`src/rtl/pwm_ramp_ctrl_if.sv`:
```
// Control/status bundle between a motor supervisor and pwm_ramp_ctrl.
// Latency: none; this is a plain wire bundle.
// Backpressure: none; pulses are single-cycle, fault is a level, status is registered in the block.
// Ports: start/stop/fault_clr requests, fault level, target_duty, wrap pulse (master -> slave);
//        pwm_en, duty_cycle, state, fault_latched status (slave -> master).
interface pwm_ramp_ctrl_if;
  logic       start;
  logic       stop;
  logic       fault;
  logic       fault_clr;
  logic [7:0] target_duty;
  logic       wrap;
  logic       pwm_en;
  logic [7:0] duty_cycle;
  logic [2:0] state;
  logic       fault_latched;

  modport master (
    output start, stop, fault, fault_clr, target_duty, wrap,
    input  pwm_en, duty_cycle, state, fault_latched
  );

  modport slave (
    input  start, stop, fault, fault_clr, target_duty, wrap,
    output pwm_en, duty_cycle, state, fault_latched
  );
endinterface

```
`src/rtl/pwm_ramp_ctrl.sv`:
```
// Soft-start/soft-stop duty ramp controller for a three-phase PWM bank.
// Latency: all outputs registered, one cycle after the sampled cause.
// Backpressure: none; requests are sampled every cycle, priority fault > stop > start.
// Ports: clk, rst (sync, active-high); bus (slave) carries requests, target duty,
//        the PWM wrap pulse, and pwm_en/duty_cycle/state/fault_latched status.
module pwm_ramp_ctrl #(
  parameter int unsigned STEP = 1,  // duty change per ramp step, 1..255
  parameter int unsigned DIV  = 4   // wrap pulses per ramp step, 1..255
) (
  input logic            clk,
  input logic            rst,
  pwm_ramp_ctrl_if.slave bus
);

  typedef enum logic [2:0] {
    IDLE      = 3'd0,
    RAMP_UP   = 3'd1,
    RUN       = 3'd2,
    RAMP_DOWN = 3'd3,
    FAULT     = 3'd4
  } state_e;

  localparam logic [8:0] STEP9    = 9'(STEP);
  localparam logic [7:0] DIV_LAST = 8'(DIV - 1);

  state_e     state_q, state_d;
  logic [7:0] duty_q, duty_d;
  logic [7:0] presc_q, presc_d;
  logic       pwm_en_q, pwm_en_d;
  logic       fault_q, fault_d;
  logic       tick;

  logic [8:0] up_sum, dn_dif;
  logic [7:0] up_sat, dn_sat, toward_tgt;

  // Ramp arithmetic in 9 bits: bit 8 of the sum is overflow, bit 8 of the
  // difference is borrow, so both saturate without wrapping.
  always_comb begin
    up_sum = {1'b0, duty_q} + STEP9;
    dn_dif = {1'b0, duty_q} - STEP9;
    up_sat = up_sum[8] ? 8'hFF : up_sum[7:0];
    dn_sat = dn_dif[8] ? 8'h00 : dn_dif[7:0];
    if (duty_q < bus.target_duty) begin
      toward_tgt = (up_sat > bus.target_duty) ? bus.target_duty : up_sat;
    end else if (duty_q > bus.target_duty) begin
      toward_tgt = (dn_sat < bus.target_duty) ? bus.target_duty : dn_sat;
    end else begin
      toward_tgt = duty_q;
    end
  end

  // Next-state logic.
  always_comb begin
    state_d = state_q;
    if (bus.fault) begin
      state_d = FAULT;
    end else begin
      case (state_q)
        IDLE: begin
          if (bus.start) state_d = RAMP_UP;
        end
        RAMP_UP: begin
          if (bus.stop)                             state_d = RAMP_DOWN;
          else if (duty_q == bus.target_duty)       state_d = RUN;
        end
        RUN: begin
          if (bus.stop) state_d = RAMP_DOWN;
        end
        RAMP_DOWN: begin
          // stop outranks start, so a coincident pair keeps ramping down
          if (bus.start && !bus.stop) state_d = RAMP_UP;
          else if (duty_q == 8'd0)    state_d = IDLE;
        end
        FAULT: begin
          if (bus.fault_clr) state_d = IDLE;
        end
        default: state_d = IDLE;
      endcase
    end
  end

  // Prescaler and duty update. A state change restarts the prescaler and
  // suppresses any step, so a wrap landing on a transition is not applied.
  always_comb begin
    presc_d = presc_q;
    duty_d  = duty_q;
    tick    = bus.wrap && (presc_q == DIV_LAST);
    if (state_d != state_q) begin
      presc_d = 8'd0;
    end else begin
      if (bus.wrap) presc_d = tick ? 8'd0 : presc_q + 8'd1;
      if (tick) begin
        case (state_q)
          RAMP_UP, RUN: duty_d = toward_tgt;
          RAMP_DOWN:    duty_d = dn_sat;
          default:      duty_d = duty_q;
        endcase
      end
    end
    if (state_d == IDLE || state_d == FAULT) duty_d = 8'd0;
    pwm_en_d = (state_d == RAMP_UP) || (state_d == RUN) || (state_d == RAMP_DOWN);
    fault_d  = (state_d == FAULT);
  end

  always_ff @(posedge clk) begin
    if (rst) begin
      state_q  <= IDLE;
      duty_q   <= 8'd0;
      presc_q  <= 8'd0;
      pwm_en_q <= 1'b0;
      fault_q  <= 1'b0;
    end else begin
      state_q  <= state_d;
      duty_q   <= duty_d;
      presc_q  <= presc_d;
      pwm_en_q <= pwm_en_d;
      fault_q  <= fault_d;
    end
  end

  assign bus.state         = state_q;
  assign bus.duty_cycle    = duty_q;
  assign bus.pwm_en        = pwm_en_q;
  assign bus.fault_latched = fault_q;

endmodule
```
`src/flat_wrapper.sv`:
```
// flat-port wrapper written by rule: the top's interface ports become plain ports
module pwm_ramp_ctrl_flat 
#(
  parameter int unsigned STEP = 1,                                      
  parameter int unsigned DIV  = 4                                       
)
  (clk, rst, bus_start, bus_stop, bus_fault, bus_fault_clr, bus_target_duty, bus_wrap, bus_pwm_en, bus_duty_cycle, bus_state, bus_fault_latched);
  pwm_ramp_ctrl_if bus_i ();
  input logic clk;
  input logic rst;
  input wire logic [$bits(bus_i.start)-1:0] bus_start;
  input wire logic [$bits(bus_i.stop)-1:0] bus_stop;
  input wire logic [$bits(bus_i.fault)-1:0] bus_fault;
  input wire logic [$bits(bus_i.fault_clr)-1:0] bus_fault_clr;
  input wire logic [$bits(bus_i.target_duty)-1:0] bus_target_duty;
  input wire logic [$bits(bus_i.wrap)-1:0] bus_wrap;
  output wire logic [$bits(bus_i.pwm_en)-1:0] bus_pwm_en;
  output wire logic [$bits(bus_i.duty_cycle)-1:0] bus_duty_cycle;
  output wire logic [$bits(bus_i.state)-1:0] bus_state;
  output wire logic [$bits(bus_i.fault_latched)-1:0] bus_fault_latched;
  assign bus_i.start = bus_start;
  assign bus_i.stop = bus_stop;
  assign bus_i.fault = bus_fault;
  assign bus_i.fault_clr = bus_fault_clr;
  assign bus_i.target_duty = bus_target_duty;
  assign bus_i.wrap = bus_wrap;
  assign bus_pwm_en = bus_i.pwm_en;
  assign bus_duty_cycle = bus_i.duty_cycle;
  assign bus_state = bus_i.state;
  assign bus_fault_latched = bus_i.fault_latched;
  pwm_ramp_ctrl #(.STEP(STEP), .DIV(DIV)) u_core (.clk(clk), .rst(rst), .bus(bus_i));
endmodule
```
`config.mk`:
```
export PLATFORM = sky130hd
export DESIGN_NAME = pwm_ramp_ctrl_flat
export DESIGN_NICKNAME = d
export VERILOG_FILES = /design/src/rtl/pwm_ramp_ctrl_if.sv /design/src/rtl/pwm_ramp_ctrl.sv /design/src/flat_wrapper.sv
export SDC_FILE = /design/constraint.sdc
export NUM_CORES = 1
export LEC_CHECK = 0
export ABC_CLOCK_PERIOD_IN_PS = 9060
export CORE_MARGIN = 1.5
export CORE_UTILIZATION = 60
export DETAILED_ROUTE_END_ITERATION = 12
export MAX_ROUTING_LAYER = met4
export PLACE_DENSITY = 0.86
export SETUP_SLACK_MARGIN = 0.4
export SYNTH_ARGS = -nofsm -noshare
export SYNTH_HDL_FRONTEND = slang
export SYNTH_SLANG_ARGS = --single-unit
```
`constraint.sdc`:
```
create_clock -name clk -period 9.06 [get_ports clk]
set_input_delay 1.812 -clock clk [delete_from_list [all_inputs] [get_ports clk]]
set_output_delay 1.812 -clock clk [all_outputs]
set_load 0.03 [all_outputs]
```
; ---- Word level (Yosys, flattened, before mapping)
; Cells that the tools add are included.
[classes]
addsub = 3
mul = 0
div = 0
order_cmp = 4
eq_ne = 12
shift = 0
muxes = 17
bitwise = 1
n_reduce_logical = 14
[ops]
columns = cell, n
row1 = two-way mux 8 bit, 7
row2 = two-way mux 3 bit, 8
row3 = greater-than comparator 8 bit, 2
row4 = < comparator 8 bit, 2
row5 = case mux 8 bit (2 select lines), 1
row6 = case mux 3 bit (5 select lines), 1
row7 = == test 3 x 2 -> 1 bit (second input constant), 4
row8 = adder 8 x 1 -> 9 bit (second input constant), 1
row9 = subtractor 8 x 1 -> 9 bit (second input constant), 1
row10 = adder 8 x 1 -> 8 bit (second input constant), 1
row11 = == test 8 x 2 -> 1 bit (second input constant), 1
row12 = == test 8 bit, 1
row13 = zero test 8 bit, 1
row14 = == test 3 x 1 -> 1 bit (second input constant), 2
row15 = == test 3 bit (second input constant), 2
row16 = zero test 3 bit, 2
row17 = OR reduction 2 bit, 3
row18 = AND reduction 4 bit, 1
row19 = logical OR 1 bit, 3
row20 = != test 3 x 1 -> 1 bit (second input constant), 1
row21 = != test 3 bit, 1
row22 = logical AND 1 bit, 2
row23 = nonzero test 2 bit, 1
row24 = zero test 1 bit, 1
row25 = inverter 1 bit, 1
[word_totals]
reg_bits = 21
latch_bits = 0
ram_bits = 0
mem_bits_ro = 0
elab_cells = 56
n_memories = 0

; ---- Logic depth before layout (Yosys ltp)
[logic_depth]
depth_word = 8
depth_mapped = 14
ltp_nobuf = 13

; ---- Least setup slack after synthesis
; Ideal clock, no wire load.
[synth_timing]
path_kind = input-to-reg
from = in bus_target_duty[7]
to = reg u_core.duty_q[6] (netlist: u_core.bus.duty_cycle[6])
setup_time_ns = 0.074
t_arrival_ns = 3.729
slack_ns = 5.257
path_stages = 10
n_path_buf = 1
cell_sequence = inv_1 > ha_1 > a21oi_1 > o21ai_0 > o31ai_1 > nand2_1 > a2111oi_4 > buf_6 > o21ai_1 > a31oi_1
[synth_between]
elab_chain_cells = 8
[synth_lines]
columns = item, line_no
row1 = "start, declared", flat_wrapper.sv:15  ; input wire logic [$bits(bus_i.target_duty)-1:0] bus_target_duty;
row2 = == test 8 bit, pwm_ramp_ctrl.sv:64  ; else if (duty_q == bus.target_duty) state_d = RUN;
row3 = two-way mux 3 bit, pwm_ramp_ctrl.sv:64
row4 = two-way mux 3 bit, pwm_ramp_ctrl.sv:63  ; if (bus.stop) state_d = RAMP_DOWN;
row5 = case mux 3 bit (5 select lines), pwm_ramp_ctrl.sv:58  ; case (state_q)
row6 = two-way mux 3 bit, pwm_ramp_ctrl.sv:55  ; if (bus.fault) begin
row7 = != test 3 bit (tied with other cells), pwm_ramp_ctrl.sv:88  ; if (state_d != state_q) begin
row8 = inverter 1 bit (no source line) / logical OR 1 bit (equally long branches), n/a
row9 = AND reduction 4 bit (no source line) / OR reduction 2 bit (equally long branches), n/a
row10 = "end signal, assigned", pwm_ramp_ctrl.sv:114  ; duty_q <= duty_d;
row11 = "end, declared", pwm_ramp_ctrl.sv:27  ; logic [7:0] duty_q, duty_d;
; Several ways; a longest one is shown, not always the timed one. The select of a mux whose other input is x is not followed.
; A chain may end at the register's enable or synchronous reset.

; ---- Final worst setup path
[layout_timing]
from = in bus_target_duty[5]
to = reg u_core.duty_q[7] (netlist: u_core.bus.duty_cycle[7])
; Same word-level chain as after synthesis.

==> results.sh <==
export IMPL_synth_async_reset_ratio=0
export IMPL_tritoncts="built"
export IMPL_portBuffers=27
export IMPL_final_max_slew_violation_count=0
export IMPL_ys_top_cells_by_count="sky130_fd_sc_hd__ha_1, sky130_fd_sc_hd__nand2_1, sky130_fd_sc_hd__dfxtp_1"
export IMPL_via_count_of_the_first_global_routing_pass=1897
export IMPL_slew_headroom=0.4243
export IMPL_placement_rows=21
export IMPL_number_of_antenna_violating_nets_in_the_routed_design=0
export IMPL_critical_path_startpoint_type="input port"
export IMPL_power_leakage_nw=1.015
export IMPL_cts_made_buffers=3
export IMPL_routed_wirelength_mm=5.176
export IMPL_synth_simple_gate_area_share=0.2473
export IMPL_critical_path_top_delay_family="compound AO/OA/AOI/OAI gates"
export IMPL_synth_main_ff_cell="sky130_fd_sc_hd__dfxtp_1"
export IMPL_powerDensity_nw_per_um2=71.99
export IMPL_drt_iter0_drc=146
export IMPL_share_of_the_yosys_chip_area_belonging_to_registers=0.1988
export IMPL_run_status="completed"
export IMPL_layout_cell_area_non_filler_um2=2387
export IMPL_mean_instance_size_in_the_synthesized_netlist_um2=8.228
export IMPL_worstHoldStart="u_core.presc_q[7]$_SDFFE_PP0P_"
export IMPL_ys_warnings_count=0
export IMPL_clock_tree_buffer_depth=2
export IMPL_synthesis_nets=298
export IMPL_whs_ns=0.5284
export IMPL_worstSetupPathType="in2reg"
export IMPL_die_area_um2=3889
export IMPL_end_kind="register"
export IMPL_setup_violations_final=0
export IMPL_rr_worst_depth=12
export IMPL_slowest_delay_ns=0.84
export IMPL_grt_usage=0.2850
export IMPL_place_detailed_hpwl_mm=4.052
export IMPL_timing_worst_slew_pin_value_ns=0.8635
export IMPL_final_standard_cell_utilization_of_the_core=0.7098
export IMPL_placed_area_um2=2361
export IMPL_worst_setup_hold_path_clk_slew_ns=0.10
export IMPL_hold_path_class="reg2reg"
export IMPL_dp_cells=319
export IMPL_pwr_total_mw=0.1719
export IMPL_hold_violations=0
export IMPL_grt_first_pass_wirelength_mm=8.749
export IMPL_clkSinkCount=21
export IMPL_fin_worst_skew_ns=0.006295
export IMPL_tns_ns=0
export IMPL_regToRegStartpoint="u_core.bus.duty_cycle[0]$_SDFFE_PP0P_"
export IMPL_muxShareOfSynthArea=0.01893
export IMPL_pin_count_of_the_biggest_net_entering_global_routing=17
export IMPL_worst_ir_drop_vdd_mv=0.1117
export IMPL_detailroute_via_count=2010
export IMPL_slowest_stage="sky130_fd_sc_hd__a2111oi_4"
export IMPL_worstReg2RegEnd="u_core.bus.duty_cycle[7]$_SDFFE_PP0P_"
export IMPL_synth_compound_gate_area_share=0.2775
export IMPL_path_buf_inv=2
export IMPL_die_outline_height_um=62.37
export IMPL_crit_arrival_ns=4.88
export IMPL_die_width_um=62.37
export IMPL_synth_cells=257
export IMPL_clockRootBuffer="sky130_fd_sc_hd__clkbuf_4"
export IMPL_drc=0
export IMPL_final_period_minus_worst_setup_slack_ns=4.651
export IMPL_instances_no_fill=323
export IMPL_hold_path_cell_count=2
export IMPL_final_layout_size_suffix_gt1_frac=0.07220
export IMPL_synth_lib_cells_used_distinct=64
export IMPL_fin_worst_setup_slack_ns=4.409
export IMPL_timing_critical_path_cells="clkdlybuf4s50_1 > inv_1 > ha_1 > a21oi_1 > o21ai_0 > o31ai_1 > nand2_1 > a2111oi_4 > o211ai_1 > o22ai_1"
export IMPL_fmaxAchievable_mhz=215.0
export IMPL_rsz0062_at_grt="false"
export IMPL_dp_worst_setup_slack_ns=4.170
export IMPL_worst_r2r_setup_slack_ns=5.26
export IMPL_weighted_congestion_at_the_end_of_routability_driven_global_placement=0.9238
export IMPL_synth_ff_latch_count=21
export IMPL_area_growth_syn_to_layout_pct=12.90
export IMPL_n_fill_cell=300
export IMPL_ratio_of_routed_vias_to_standard_cells=6.223
export IMPL_count_of_cells_resized_by_post_cts_repair=0
export IMPL_synth_xor_xnor_area_share=0.04556
export IMPL_dominant_combinational_cell_family_by_area_after_synthesis="compound AO/OA/AOI/OAI gates"
export IMPL_antenna_found_initial=0
export IMPL_drtPass1Iterations=4
export IMPL_timing_critical_path_fanout_max=16
export IMPL_worst_path_required_ns=9.29
export IMPL_cts_htree_levels=1
export IMPL_cts_setup_buffers=0
export IMPL_ctsHoldBuffers=0
export IMPL_mapped_cell_area_um2=2115
export IMPL_gr_total_overflow=0
export IMPL_synth_top_area_share=0.1988
export IMPL_design_portCount=28
export IMPL_cap_viol_max_count=0
export IMPL_coreArea_um2=3363
export IMPL_nets=319
export IMPL_floorplan_initialDensity=0.6287
export IMPL_avgRoutedWirePerCell_um=16.02
export IMPL_synth_area_leader_cell="sky130_fd_sc_hd__dfxtp_1"
export IMPL_antenna_diode_count=0
export IMPL_cell_types_with_the_largest_area_share_after_synthesis="sky130_fd_sc_hd__dfxtp_1, sky130_fd_sc_hd__ha_1, sky130_fd_sc_hd__nand2_1"
export IMPL_synth_enable_flop_cells=0
export IMPL_period_share=0.5133
export IMPL_min_to="u_core.presc_q[7]$_SDFFE_PP0P_"
export IMPL_synth_adder_area_share=0.1538
export IMPL_worst_skew_pair_late_latency_ns=0.30
-- metal layers --
layer  track usage  vias up  wire, µm
met5             -        -         0
met4        0.1250        0        93
met3       0.03261        9       239
met2        0.4647       68      2475
met1        0.3577      926      2367
li1              -     1007         -
-- final cells by class --
cell class                      count  area [µm²]  area share
Inverter                           11       41.29     0.01730
Clock buffer                        4       26.28     0.01101
Multi-Input combinational cell    214        1572      0.6583
Tap cell                           46       57.56     0.02411
Timing Repair Buffer               27       270.3      0.1132
Sequential cell                    21       420.4      0.1761
-- where the power goes --
group / switching (mW) / leakage, nW / internal [mW]
sequential: 0.00204 / 0.170 / 0.0936
combinational: 0.0166 / 0.830 / 0.0157
clock: 0.0266 / 0.0150 / 0.0172
total: 0.0453 / 1.02 / 0.127
-- cell families (layout without fill, tap and decap cells) --
group                      Yosys count  after routing
and+or+nand+nor                     97             97
AOI/OAI and AO/OA                   76             76
adders and majority gates           26             26
muxes                                4              4
buffers and inverters               22             42
DFF                                 21             21
xor gates and xnor gates            11             11
-- tightest hold or removal path: stages, from the launching register on --
cell,delay (ns)
sky130_fd_sc_hd__dfxtp_1,0.36
sky130_fd_sc_hd__xor2_1,0.07
sky130_fd_sc_hd__nor2_1,0.07
-- placed cells by master, fill, tap and decap left out, types with 8 or more instances in the layout --
master	instances
sky130_fd_sc_hd__clkdlybuf4s50_1	27
sky130_fd_sc_hd__o21ai_0	16
sky130_fd_sc_hd__inv_1	11
sky130_fd_sc_hd__nand3_1	8
sky130_fd_sc_hd__xor2_1	9
sky130_fd_sc_hd__nor2_1	18
sky130_fd_sc_hd__nand2_1	26
sky130_fd_sc_hd__a21oi_1	11
sky130_fd_sc_hd__ha_1	26
sky130_fd_sc_hd__dfxtp_1	21
-- flip-flops by register name (all words and copies together), names as in the netlist --
signal / cells
u_core.presc_q: 8
u_core.bus.pwm_en: 1
u_core.bus.duty_cycle: 8
u_core.bus.state: 3
u_core.bus.fault_latched: 1
-- worst max path at each step --
stage                     slack [ns]                                     to  cells after the start               start
after global placement          4.26  u_core.bus.duty_cycle[7]$_SDFFE_PP0P_                     10  bus_target_duty[7]
after floorplan                 5.26  u_core.bus.duty_cycle[6]$_SDFFE_PP0P_                     10  bus_target_duty[7]
after detailed placement        4.17  u_core.bus.duty_cycle[7]$_SDFFE_PP0P_                     10  bus_target_duty[7]
final                           4.41  u_core.bus.duty_cycle[7]$_SDFFE_PP0P_                     10  bus_target_duty[5]
after CTS                       4.48  u_core.bus.duty_cycle[7]$_SDFFE_PP0P_                     10  bus_target_duty[7]
after global routing            4.13  u_core.bus.duty_cycle[7]$_SDFFE_PP0P_                     10  bus_target_duty[7]
No activity file was read; power rests on OpenSTA's default activity.
